**src/rtl/rom_nibble_arbiter.sv**
```systemverilog
// rom_nibble_arbiter: round-robin arbiter and read sequencer that lets two
// client ports share one 256x4 registered-output PROM. Each port may fetch
// a single nibble or a byte assembled from two consecutive nibbles.
module rom_nibble_arbiter (
    input  logic       clk,
    input  logic       reset,

    // Port A
    input  logic       a_req,
    input  logic [7:0] a_addr,
    input  logic       a_wide,
    output logic       a_ack,
    output logic [7:0] a_data,

    // Port B
    input  logic       b_req,
    input  logic [7:0] b_addr,
    input  logic       b_wide,
    output logic       b_ack,
    output logic [7:0] b_data,

    // PROM side
    output logic [7:0] rom_addr,
    output logic       rom_cs,
    input  logic [3:0] rom_dout,

    output logic       busy
);

    typedef enum logic [1:0] {
        StIdle  = 2'd0,
        StIssue = 2'd1,
        StCapLo = 2'd2,
        StCapHi = 2'd3
    } state_e;

    state_e     state_q;
    logic       owner_q;       // 0 = A, 1 = B
    logic       wide_q;
    logic       last_grant_q;  // 0 = A, 1 = B
    logic [3:0] lo_q;

    logic a_elig;
    logic b_elig;
    logic grant_a;
    logic grant_b;

    // Arbitration: a port that is being acked this cycle sits out one round,
    // and on a tie the port not granted last time wins.
    always_comb begin
        a_elig  = a_req & ~a_ack;
        b_elig  = b_req & ~b_ack;
        grant_a = a_elig & (~b_elig | last_grant_q);
        grant_b = b_elig & ~grant_a;
    end

    // Sequencer FSM; every output is registered so no input reaches an output
    // combinationally.
    always_ff @(posedge clk) begin
        if (reset) begin
            state_q      <= StIdle;
            owner_q      <= 1'b0;
            wide_q       <= 1'b0;
            last_grant_q <= 1'b1;
            lo_q         <= 4'h0;
            rom_addr     <= 8'h00;
            rom_cs       <= 1'b0;
            busy         <= 1'b0;
            a_ack        <= 1'b0;
            b_ack        <= 1'b0;
            a_data       <= 8'h00;
            b_data       <= 8'h00;
        end else begin
            // Acks are single-cycle pulses unless re-asserted below.
            a_ack <= 1'b0;
            b_ack <= 1'b0;

            unique case (state_q)
                StIdle: begin
                    if (grant_a || grant_b) begin
                        owner_q      <= grant_b;
                        last_grant_q <= grant_b;
                        rom_addr     <= grant_b ? b_addr : a_addr;
                        wide_q       <= grant_b ? b_wide : a_wide;
                        rom_cs       <= 1'b1;
                        busy         <= 1'b1;
                        state_q      <= StIssue;
                    end
                end

                StIssue: begin
                    // PROM latches rom[addr] at this edge; queue the high
                    // nibble address (8-bit wrap is intentional).
                    if (wide_q) begin
                        rom_addr <= rom_addr + 8'd1;
                    end
                    state_q <= StCapLo;
                end

                StCapLo: begin
                    lo_q <= rom_dout;
                    if (!wide_q) begin
                        if (owner_q) begin
                            b_data <= {4'h0, rom_dout};
                            b_ack  <= 1'b1;
                        end else begin
                            a_data <= {4'h0, rom_dout};
                            a_ack  <= 1'b1;
                        end
                        rom_cs  <= 1'b0;
                        busy    <= 1'b0;
                        state_q <= StIdle;
                    end else begin
                        state_q <= StCapHi;
                    end
                end

                StCapHi: begin
                    if (owner_q) begin
                        b_data <= {rom_dout, lo_q};
                        b_ack  <= 1'b1;
                    end else begin
                        a_data <= {rom_dout, lo_q};
                        a_ack  <= 1'b1;
                    end
                    rom_cs  <= 1'b0;
                    busy    <= 1'b0;
                    state_q <= StIdle;
                end

                default: begin
                    rom_cs  <= 1'b0;
                    busy    <= 1'b0;
                    state_q <= StIdle;
                end
            endcase
        end
    end

endmodule

```
**config.mk**
```make
export PLATFORM = sky130hd
export DESIGN_NAME = rom_nibble_arbiter
export DESIGN_NICKNAME = d
export VERILOG_FILES = /design/src/rtl/rom_nibble_arbiter.sv
export SDC_FILE = /design/constraint.sdc
export NUM_CORES = 1
export LEC_CHECK = 0
export CORE_UTILIZATION = 30
export DETAILED_ROUTE_END_ITERATION = 12
export SYNTH_ARGS = -nofsm -noshare
export SYNTH_HDL_FRONTEND = slang
export SYNTH_SLANG_ARGS = --single-unit
```
**constraint.sdc**
```tcl
create_clock -name clk -period 2 [get_ports clk]
set_input_delay 0.5 -clock clk [delete_from_list [all_inputs] [get_ports clk]]
set_output_delay 0.5 -clock clk [all_outputs]
set_load 0.02 [all_outputs]
```
==> summary.md, run 1 <==
| Metric | Value |
|---|---|
| Top delay family on crit path | simple AND/OR/NAND/NOR gates |
| WP data arrival | 2.05 ns |
| Netlist cell types | 39 |
| Initial Utilization | 0.320 |
| CTS H-tree lvls | 2 |
| CP Buf/Inv Count | 2 |
| Endpoints failing hold | 0 |
| Status | complete, no violations |
| Via density | 4.98 |
| Area Overhead vs Synth | 43.5% |
| CTS Sinks | 36 |
| Worst hold slack | 0.459 ns |
| Antenna cells | 0 |
| Min-delay worst type | register to register |
| Worst path max stage delay | 0.40 ns |
| Max_cap viols | 0 |
| Die Y | 76.9 µm |
| Worst EP required | 2.17 ns |
| DR DRC count | 0 |
| Routed wire length | 4150 µm |
| Crit path kind | input port to register |
| Ports | 54 |
| Die Area | 5920 µm² |
| Post-synth ARST share | 0 |
| Final min period | 1.89 ns |
| F_max | 530 MHz |
| Critical path's slowest cell | clkdlybuf4s50_1 |
| Slew Limit Fails | 0 |
| Worst Skew | 0.00727 ns |
| Final setup vio count | 0 |
| Rel. slew slack | 0.638 |
| Syn. warnings | 0 |
| Ratio of cells with drive above 1 in the final layout | 0.133 |
| Mapped Cells | 188 |
| Reg clk slew, reported paths | 0.07 ns |
| Post-CTS Setup Repair Bufs | 0 |
| Core box area | 5270 µm² |
| Fin crit share | 0.944 |
| Worst-path cell chain | clkdlybuf4s50_1 -> nor2b_4 -> buf_4 -> o21a_1 -> a21oi_4 -> nor4bb_1 -> or3_1 |
| Avg Inst Size Synth | 8.96 µm² |
| Largest net degree at the start of global routing | 30 |
| Initial DRC count | 85 |
| Root Driver | clkbuf_8 |
| Nets@finish | 277 |
| DR pass1 iterations | 4 |
| Worst-Skew Late Latency | 0.28 ns |
| Number of port buffers | 53 |
| CTS tree | built |
| Synthesized area | 1680 µm² |
| Number of flops mapped to enable cells by yosys | 0 |
| Vias in the first global route | 1,535 |
| Overall Global Routing Usage | 0.149 |
| Synthesized flop and latch total | 36 |
| Syn nets | 215 |
| Placed Area | 2340 µm² |
| Number of buffers created by CTS | 5 |
| Crit end category | register |
| First-pass GRT wire length | 7020 µm |
| Die span in x | 76.9 µm |
| Crit path launch type | input port |
| CP max FO | 6 |
| Register area share after synthesis | 0.428 |
| Top FF cell, synth | dfxtp_1 |
| Pwr dens | 719 nW/µm² |
| Gp weighted congestion | 0.771 |
| Initial antenna violation count | 0 |
| P_leak | 0.919 nW |
| Total Power | 1.74 mW |
| Unrepaired setup endpoints after global routing | no |
| Maximum VDD drop | 0.000377 V |
| ANT nets after route | 0 |
| Post-DP HPWL | 3000 µm |
| Final global-route overflow total | 0 |
| Slew @ Worst Pin | 0.542 ns |
| Post-DR wirelength/cell | 13.1 µm |
| Num rows | 26 |
| Final instance area | 2420 µm² |
| Maximum root-to-sink buffer count | 2 |
| Via count | 1,584 |
layout by cell type, fill, tap and decap left out, types with 2 or more instances in the layout:
master           netlist  routed
dfxtp_1               36      36
mux2_2                 4       4
nand2_1               13      13
a211o_1                2       2
mux2i_1               12      12
a21oi_1               17      17
mux2_4                 3       3
buf_4                  3      15
nor2_1                28      28
and3_1                 2       2
clkdlybuf4s50_1        0      53
a22oi_1                2       2
nor2b_4                2       2
nand2b_1               2       2
nand4_1                8       8
nor2b_1                3       3
a211oi_1              10      10
nand3_1                4       4
o21ai_0                8       8
clkbuf_8               0       5
inv_1                  2       2
a222oi_1               2       2
cells in the mapped netlist (3+ instances only):
cell type / n / area (µm²)
dfxtp_1: 36 / 721
nor2_1: 28 / 105
a21oi_1: 17 / 85.1
nand2_1: 13 / 48.8
mux2i_1: 12 / 120
a211oi_1: 10 / 75.1
nand4_1: 8 / 50.1
o21ai_0: 8 / 40.0
clkbuf_1: 5 / 18.8
mux2_2: 4 / 45.0
nand3_1: 4 / 20.0
buf_2: 3 / 15.0
buf_4: 3 / 22.5
mux2_4: 3 / 45.0
nor2b_1: 3 / 18.8
flip-flops by register name, summed over array words and instances (netlist names):
| register | count |
|---|---|
| a_data | 8 |
| state_q | 2 |
| owner_q | 1 |
| wide_q | 1 |
| b_data | 8 |
| b_ack | 1 |
| lo_q | 4 |
| last_grant_q | 1 |
| a_ack | 1 |
| busy | 1 |
| rom_addr | 8 |
worst reg2reg max path, cell delays in order (launching register included):
cell	delay [ns]
dfxtp_1	0.37
nor2b_4	0.05
buf_4	0.13
o21a_1	0.26
a21oi_4	0.23
nor4bb_1	0.08
or3_1	0.33
layout make-up:
type	instances	area, µm²
multi-input combinational	137	890
timing repair buffer	68	643
fill	544	2850
tap	70	87.6
inverter	2	7.51
sequential	36	721
clock buffer	5	68.8
per-stage QoR:
stage | instances | TNS (ns) | util | setup slack (ns)
floorplan | 188 | 0 | - | 0.296
global placement | 313 | -1.22 | 0.444 | -0.198
detailed placement | 313 | -1.51 | 0.444 | -0.258
CTS | 318 | 0 | 0.458 | 0.0503
global route | 318 | 0 | 0.459 | 0.0532
finish | 318 | 0 | 0.459 | 0.112
power breakdown:
part | switching [mW] | leakage [nW] | internal [mW] | total (mW)
combinational | 0.227 | 0.589 | 0.240 | 0.467
sequential | 0.0450 | 0.294 | 0.768 | 0.813
clock | 0.233 | 0.0359 | 0.225 | 0.458
logic make-up (layout without fill, tap and decap cells):
kind of cell / Yosys count / after routing / synth area share
AO/OA/AOI/OAI: 48 / 48 / 0.187
adder cells (fa/ha/maj): 1 / 1 / 0.00743
buffers and inverters: 15 / 75 / 0.0475
flip-flops: 36 / 36 / 0.428
multiplexers: 19 / 19 / 0.125
AND/OR/NAND/NOR: 69 / 69 / 0.205
worst paths after layout:
kind / depth (start not counted) / endpoint / slack, ns / startpoint
worst max register to register: 6 / rom_addr[7] / 0.44 / b_ack
worst min register to register: 2 / b_data[5] / 0.46 / b_data[5]
worst min-delay path: 2 / b_data[5] / 0.46 / b_data[5]
worst max-delay path: 7 / rom_addr[7] / 0.11 / a_req
what timing repair did:
action                                  CTS  global route
endpoints found under the setup margin    0             3
gates resized for setup                   0             1
hold buffers                              0             0
layer usage:
metal,GRT usage,routed length [µm],vias up
met3,0.0452,292,6
met2,0.234,1870,62
met5,0,0,-
met1,0.189,1930,717
li1,-,-,799
met4,0.0577,57,0
Power figures use the tool's default switching activity.
==> run 2, diff against run 1 <==
==> constraint.sdc (replaced) <==
create_clock -name clk -period 2.4 [get_ports clk]
set_input_delay 0.6 -clock clk [delete_from_list [all_inputs] [get_ports clk]]
set_output_delay 0.6 -clock clk [all_outputs]
set_load 0.02 [all_outputs]
==> run 2 against run 1 <==
Compared with the run above: combinational power shrank 26%; global-route usage shrank 0.28 points; critical path depth shrank 1; highest routed layer unchanged; sequential share of layout area grew 0.71 points; clock power is essentially flat; final cell count shrank 2.2%; largest power group unchanged; worst setup slack gained 0.22 ns; critical path type unchanged; count of clock-buffer cells in the layout grew 2; utilization shrank 1.1 points; hold slack lost 0.0010 ns; via count shrank 3.3%.
==> summary.md, run 2 (synthesis results as in run 1) <==
| Metric | Value |
|---|---|
| Commonest non-fill, non-tap cell in the layout | clkdlybuf4s50_1 |
| Crit. Startpoint | a_req |
| Via density | 4.92 |
| Post-Layout Cell Count | 311 |
| Final setup vio count | 0 |
| Gp weighted congestion | 0.760 |
| Ratio of cells with drive above 1 in the final layout | 0.104 |
| Ports | 54 |
| Post-CTS Setup Repair Bufs | 0 |
| Post_cts resized | 0 |
| DR pass1 iterations | 4 |
| Worst-Skew Late Latency | 0.29 ns |
| Largest regs | a_data x8, b_data x8, rom_addr x8 |
| Worst-path cell chain | clkdlybuf4s50_1 -> nor2b_4 -> a21bo_2 -> mux2_4 -> a222oi_1 -> nor2_1 |
| Pint | 1.05 mW |
| Worst EP required | 2.57 ns |
| Min-delay worst type | register to register |
| Fin Setup TNS | 0 ns |
| Nets@finish | 267 |
| Fillers | 533 |
| P_leak | 0.876 nW |
| Crit path kind | input port to register |
| Largest net degree at the start of global routing | 35 |
| Crit end category | register |
| Net Switching | 0.444 mW |
| Seq pwr share | 0.464 |
| Worst path max stage delay | 0.46 ns |
| Worst Skew | 0.00670 ns |
| R2R cell count | 5 |
| CTS H-tree lvls | 2 |
| Routed wire length | 4080 µm |
| Number of port buffers | 53 |
| Overall Global Routing Usage | 0.146 |
| Number of buffers created by CTS | 5 |
| Initial DRC count | 61 |
| Vias in the first global route | 1,469 |
| Max_cap viols | 0 |
| Critical Path Stages | 6 |
| ANT nets after route | 0 |
| Post-DP HPWL | 2890 µm |
| DR DRC count | 0 |
| Pwr dens | 633 nW/µm² |
| Via count | 1,531 |
| Worst r2r dst | rom_addr[7] |
| Rel. slew slack | 0.633 |
| RR Startpoint | state_q[1] |
| Initial Utilization | 0.320 |
| Clock network fraction of design power | 0.305 |
| Hold wc startpoint | b_data[5] |
| Antenna cells | 0 |
| Maximum VDD drop | 0.000330 V |
| Root Driver | clkbuf_8 |
| Initial antenna violation count | 0 |
| Reg clk slew, reported paths | 0.07 ns |
| Worst hold slack | 0.458 ns |
| CP Buf/Inv Count | 1 |
| Slew @ Worst Pin | 0.549 ns |
| Post-DR wirelength/cell | 13.1 µm |
| CP max FO | 10 |
| Crit path capture | rom_addr[3] |
| F_max | 484 MHz |
| WP data arrival | 2.24 ns |
| Slew Limit Fails | 0 |
| Gate power share | 0.231 |
| Fin crit share | 0.861 |
| R2R setup slack | 0.60 ns |
| First-pass GRT wire length | 6840 µm |
| Final global-route overflow total | 0 |
| Final min period | 2.07 ns |
| Top delay family on crit path | compound AO/OA/AOI/OAI gates |
| Unrepaired setup endpoints after global routing | no |
| Die Area | 5920 µm² |
| Die Y | 76.9 µm |
| Area Overhead vs Synth | 40.2% |
| Switching Fraction | 0.297 |
| Total Power | 1.49 mW |
| Die span in x | 76.9 µm |
| Maximum root-to-sink buffer count | 2 |
| CTS Sinks | 36 |
| Endpoints failing hold | 0 |
| Core box area | 5270 µm² |
| Most frequent cells in the layout | clkdlybuf4s50_1 (53), dfxtp_1 (36), nor2_1 (28) |
| CTS Hold Bufs | 0 |
| Critical path's slowest cell | clkdlybuf4s50_1 |
| Status | complete, no violations |
| Placed insts | 303 |
| Crit path launch type | input port |
| Num rows | 26 |
| CTS tree | built |
## run 2: power groups by stage
stage                     logic (mW)  clock network [mW]  registers (mW)
after CTS                      0.348               0.466           0.694
after global routing           0.375               0.490           0.703
after floorplan                0.187                   0           0.720
after detailed placement       0.346                   0           0.708
final                          0.345               0.456           0.694
after global placement         0.344                   0           0.709
## run 2: per-stage QoR
step,setup slack [ns],util,area [µm²]
final,0.333,0.448,2360
after global routing,0.261,0.448,2360
after CTS,0.341,0.448,2360
after detailed placement,0.0375,0.430,2270
after global placement,0.0806,0.430,2270
after floorplan,0.596,-,1680
## run 2: worst min path at each step
stage / endpoint / depth (start not counted)
after global routing: b_data[7] / 2
after CTS: b_data[5] / 2
after global placement: b_data[5] / 2
after detailed placement: b_data[4] / 2
final: b_data[5] / 2
after floorplan: last_grant_q / 1
## run 2: layout make-up
type                            instances  area (µm²)  share of cell area
Clock buffer                            7        86.3              0.0366
Clock inverter                          1        7.51             0.00318
Inverter                                2        7.51             0.00318
Multi-Input combinational cell        137         883               0.374
Sequential cell                        36         721               0.305
Tap cell                               70        87.6              0.0371
Timing Repair Buffer                   58         568               0.241
## run 2: worst register-to-register path: stages (launching register included)
cell,delay [ns]
dfxtp_1,0.61
nor2_1,0.15
o21a_1,0.23
a21oi_4,0.27
nor4bb_1,0.09
or3_1,0.34
## run 2: metal layers
| metal | track usage | wire [µm] | vias to the layer above |
|---|---|---|---|
| met5 | 0 | 0 | - |
| met2 | 0.238 | 1830 | 48 |
| li1 | - | - | 775 |
| met4 | 0.0577 | 63 | 0 |
| met1 | 0.180 | 1910 | 699 |
| met3 | 0.0417 | 263 | 9 |
==> run 3, diff against run 2 <==
==> constraint.sdc (replaced) <==
create_clock -name clk -period 2.4 [get_ports clk]
set_input_delay 0.72 -clock clk [delete_from_list [all_inputs] [get_ports clk]]
set_output_delay 0.72 -clock clk [all_outputs]
set_load 0.02 [all_outputs]
==> run 3 against run 2 <==
Compared with the run above: first-iteration DRC count is 3.3% higher; combinational power increased by 4%; count of clock-buffer cells in the layout is 1 lower; clock skew about the same; via count increased by 0.65%; clock power increased by 15%; critical path depth is the same; sequential share of layout area down 0.46 points; worst setup slack worse by 0.098 ns; sequential power fell by 0.6%; critical endpoint is now rom_addr[2].
==> summary.md, run 3 (synthesis results as in run 1) <==
| Metric | Value |
|---|---|
| Reg clk slew, reported paths | 0.07 ns |
| Slew @ Worst Pin | 0.534 ns |
| Die Y | 76.9 µm |
| Post-CTS Setup Repair Bufs | 0 |
| Post-DP HPWL | 2880 µm |
| F_max | 462 MHz |
| Commonest non-fill, non-tap cell in the layout | clkdlybuf4s50_1 |
| Sequential Area | 721 µm² |
| R2R cell count | 5 |
| Worst-path cell chain | clkdlybuf4s50_1 -> nor2b_4 -> a21bo_2 -> mux2_4 -> a222oi_1 -> nor2_1 |
| Num rows | 26 |
| Gp weighted congestion | 0.762 |
| Crit path kind | input port to register |
| Post_cts resized | 0 |
| Fillers | 546 |
| Initial Utilization | 0.320 |
| Core box area | 5270 µm² |
| RR Startpoint | state_q[0] |
| Final instance area | 2400 µm² |
| Worst Skew | 0.00631 ns |
| Worst hold slack | 0.461 ns |
| Die span in x | 76.9 µm |
| Largest net degree at the start of global routing | 35 |
| Final global-route overflow total | 0 |
| Top delay family on crit path | compound AO/OA/AOI/OAI gates |
| Status | complete, no violations |
| Maximum VDD drop | 0.000276 V |
| Crit path launch type | input port |
| Worst r2r dst | rom_addr[1] |
| DR DRC count | 0 |
| Crit. Startpoint | b_req |
| DR pass1 iterations | 4 |
| CTS tree | built |
| Min-delay worst type | register to register |
| Number of buffers created by CTS | 5 |
| Via count | 1,541 |
| Critical path's slowest cell | clkdlybuf4s50_1 |
| Maximum root-to-sink buffer count | 2 |
| Antenna cells | 0 |
| Slew Limit Fails | 0 |
| Max_cap viols | 0 |
| Ports | 54 |
| Overall Global Routing Usage | 0.148 |
| Crit end category | register |
| Hold Crit Depth | 2 |
| Endpoints failing hold | 0 |
| Largest regs | a_data x8, b_data x8, rom_addr x8 |
| Via density | 4.91 |
| R2R setup slack | 0.64 ns |
| Nets@finish | 270 |
| Final Util | 0.455 |
| Initial DRC count | 63 |
| Most frequent cells in the layout | clkdlybuf4s50_1 (53), dfxtp_1 (36), nor2_1 (28) |
| Fin crit share | 0.902 |
| CTS H-tree lvls | 2 |
| CP Buf/Inv Count | 1 |
| Initial antenna violation count | 0 |
| Number of port buffers | 53 |
| Routed wire length | 4130 µm |
| Crit path capture | rom_addr[2] |
| Ratio of cells with drive above 1 in the final layout | 0.115 |
| Multi-input gate area | 883 µm² |
| P_leak | 0.901 nW |
| Worst path max stage delay | 0.45 ns |
| Final setup vio count | 0 |
| Area Overhead vs Synth | 42.3% |
| Worst-Skew Late Latency | 0.29 ns |
| Die Area | 5920 µm² |
| Root Driver | clkbuf_8 |
| Final min period | 2.17 ns |
| Worst EP required | 2.56 ns |
| CTS Sinks | 36 |
| Critical Path Stages | 6 |
| Unrepaired setup endpoints after global routing | no |
| Post-DR wirelength/cell | 13.1 µm |
| Placed Area | 2290 µm² |
| Vias in the first global route | 1,449 |
| CP max FO | 10 |
| Pwr dens | 656 nW/µm² |
| CTS Hold Bufs | 0 |
| Rel. slew slack | 0.642 |
| First-pass GRT wire length | 6930 µm |
| WP data arrival | 2.33 ns |
| ANT nets after route | 0 |
==> run 3: through the flow <==
stage                     TNS (ns)  setup WS [ns]  total power, mW  cells
after global placement     -0.0674        -0.0352             1.06    306
final                            0          0.235             1.57    314
after global routing             0          0.152             1.65    314
after floorplan                  0          0.476            0.907    188
after detailed placement    -0.136        -0.0580             1.06    306
after CTS                        0          0.231             1.59    314
==> run 3: routing by layer <==
layer  global-route usage  up-vias  wire length [µm]
met2                0.235       47              1860
met3               0.0452        4               277
met5                    0        -                 0
met4               0.0462        0                26
li1                     -      789                 -
met1                0.189      701              1970
==> run 3: final cells by class <==
cell class                      count  area share
Sequential cell                    36       0.301
Clock buffer                        6      0.0303
Multi-Input combinational cell    137       0.368
Timing Repair Buffer               61       0.246
Clock inverter                      2      0.0146
Tap cell                           70      0.0365
Inverter                            2     0.00313
==> run 3: worst min path at each step <==
stage                      start      endpoint
finish                 b_data[5]     b_data[5]
CTS                    b_data[4]     b_data[4]
global placement       b_data[5]     b_data[5]
global route           b_data[6]     b_data[6]
detailed placement     b_data[4]     b_data[4]
floorplan           last_grant_q  last_grant_q
==> run 3: tightest hold or removal path, cell delays in order, from the launching register on <==
cell and delay [ns]:
dfxtp_1 0.31, nand2_1 0.05, a21oi_1 0.05
==> run 3: power by group <==
part           leakage, nW  internal [mW]  total (mW)  switching (mW)
clock               0.0552          0.308       0.526           0.218
sequential           0.294          0.639       0.690          0.0506
combinational        0.552          0.185       0.358           0.173
total                0.901           1.13        1.57           0.441
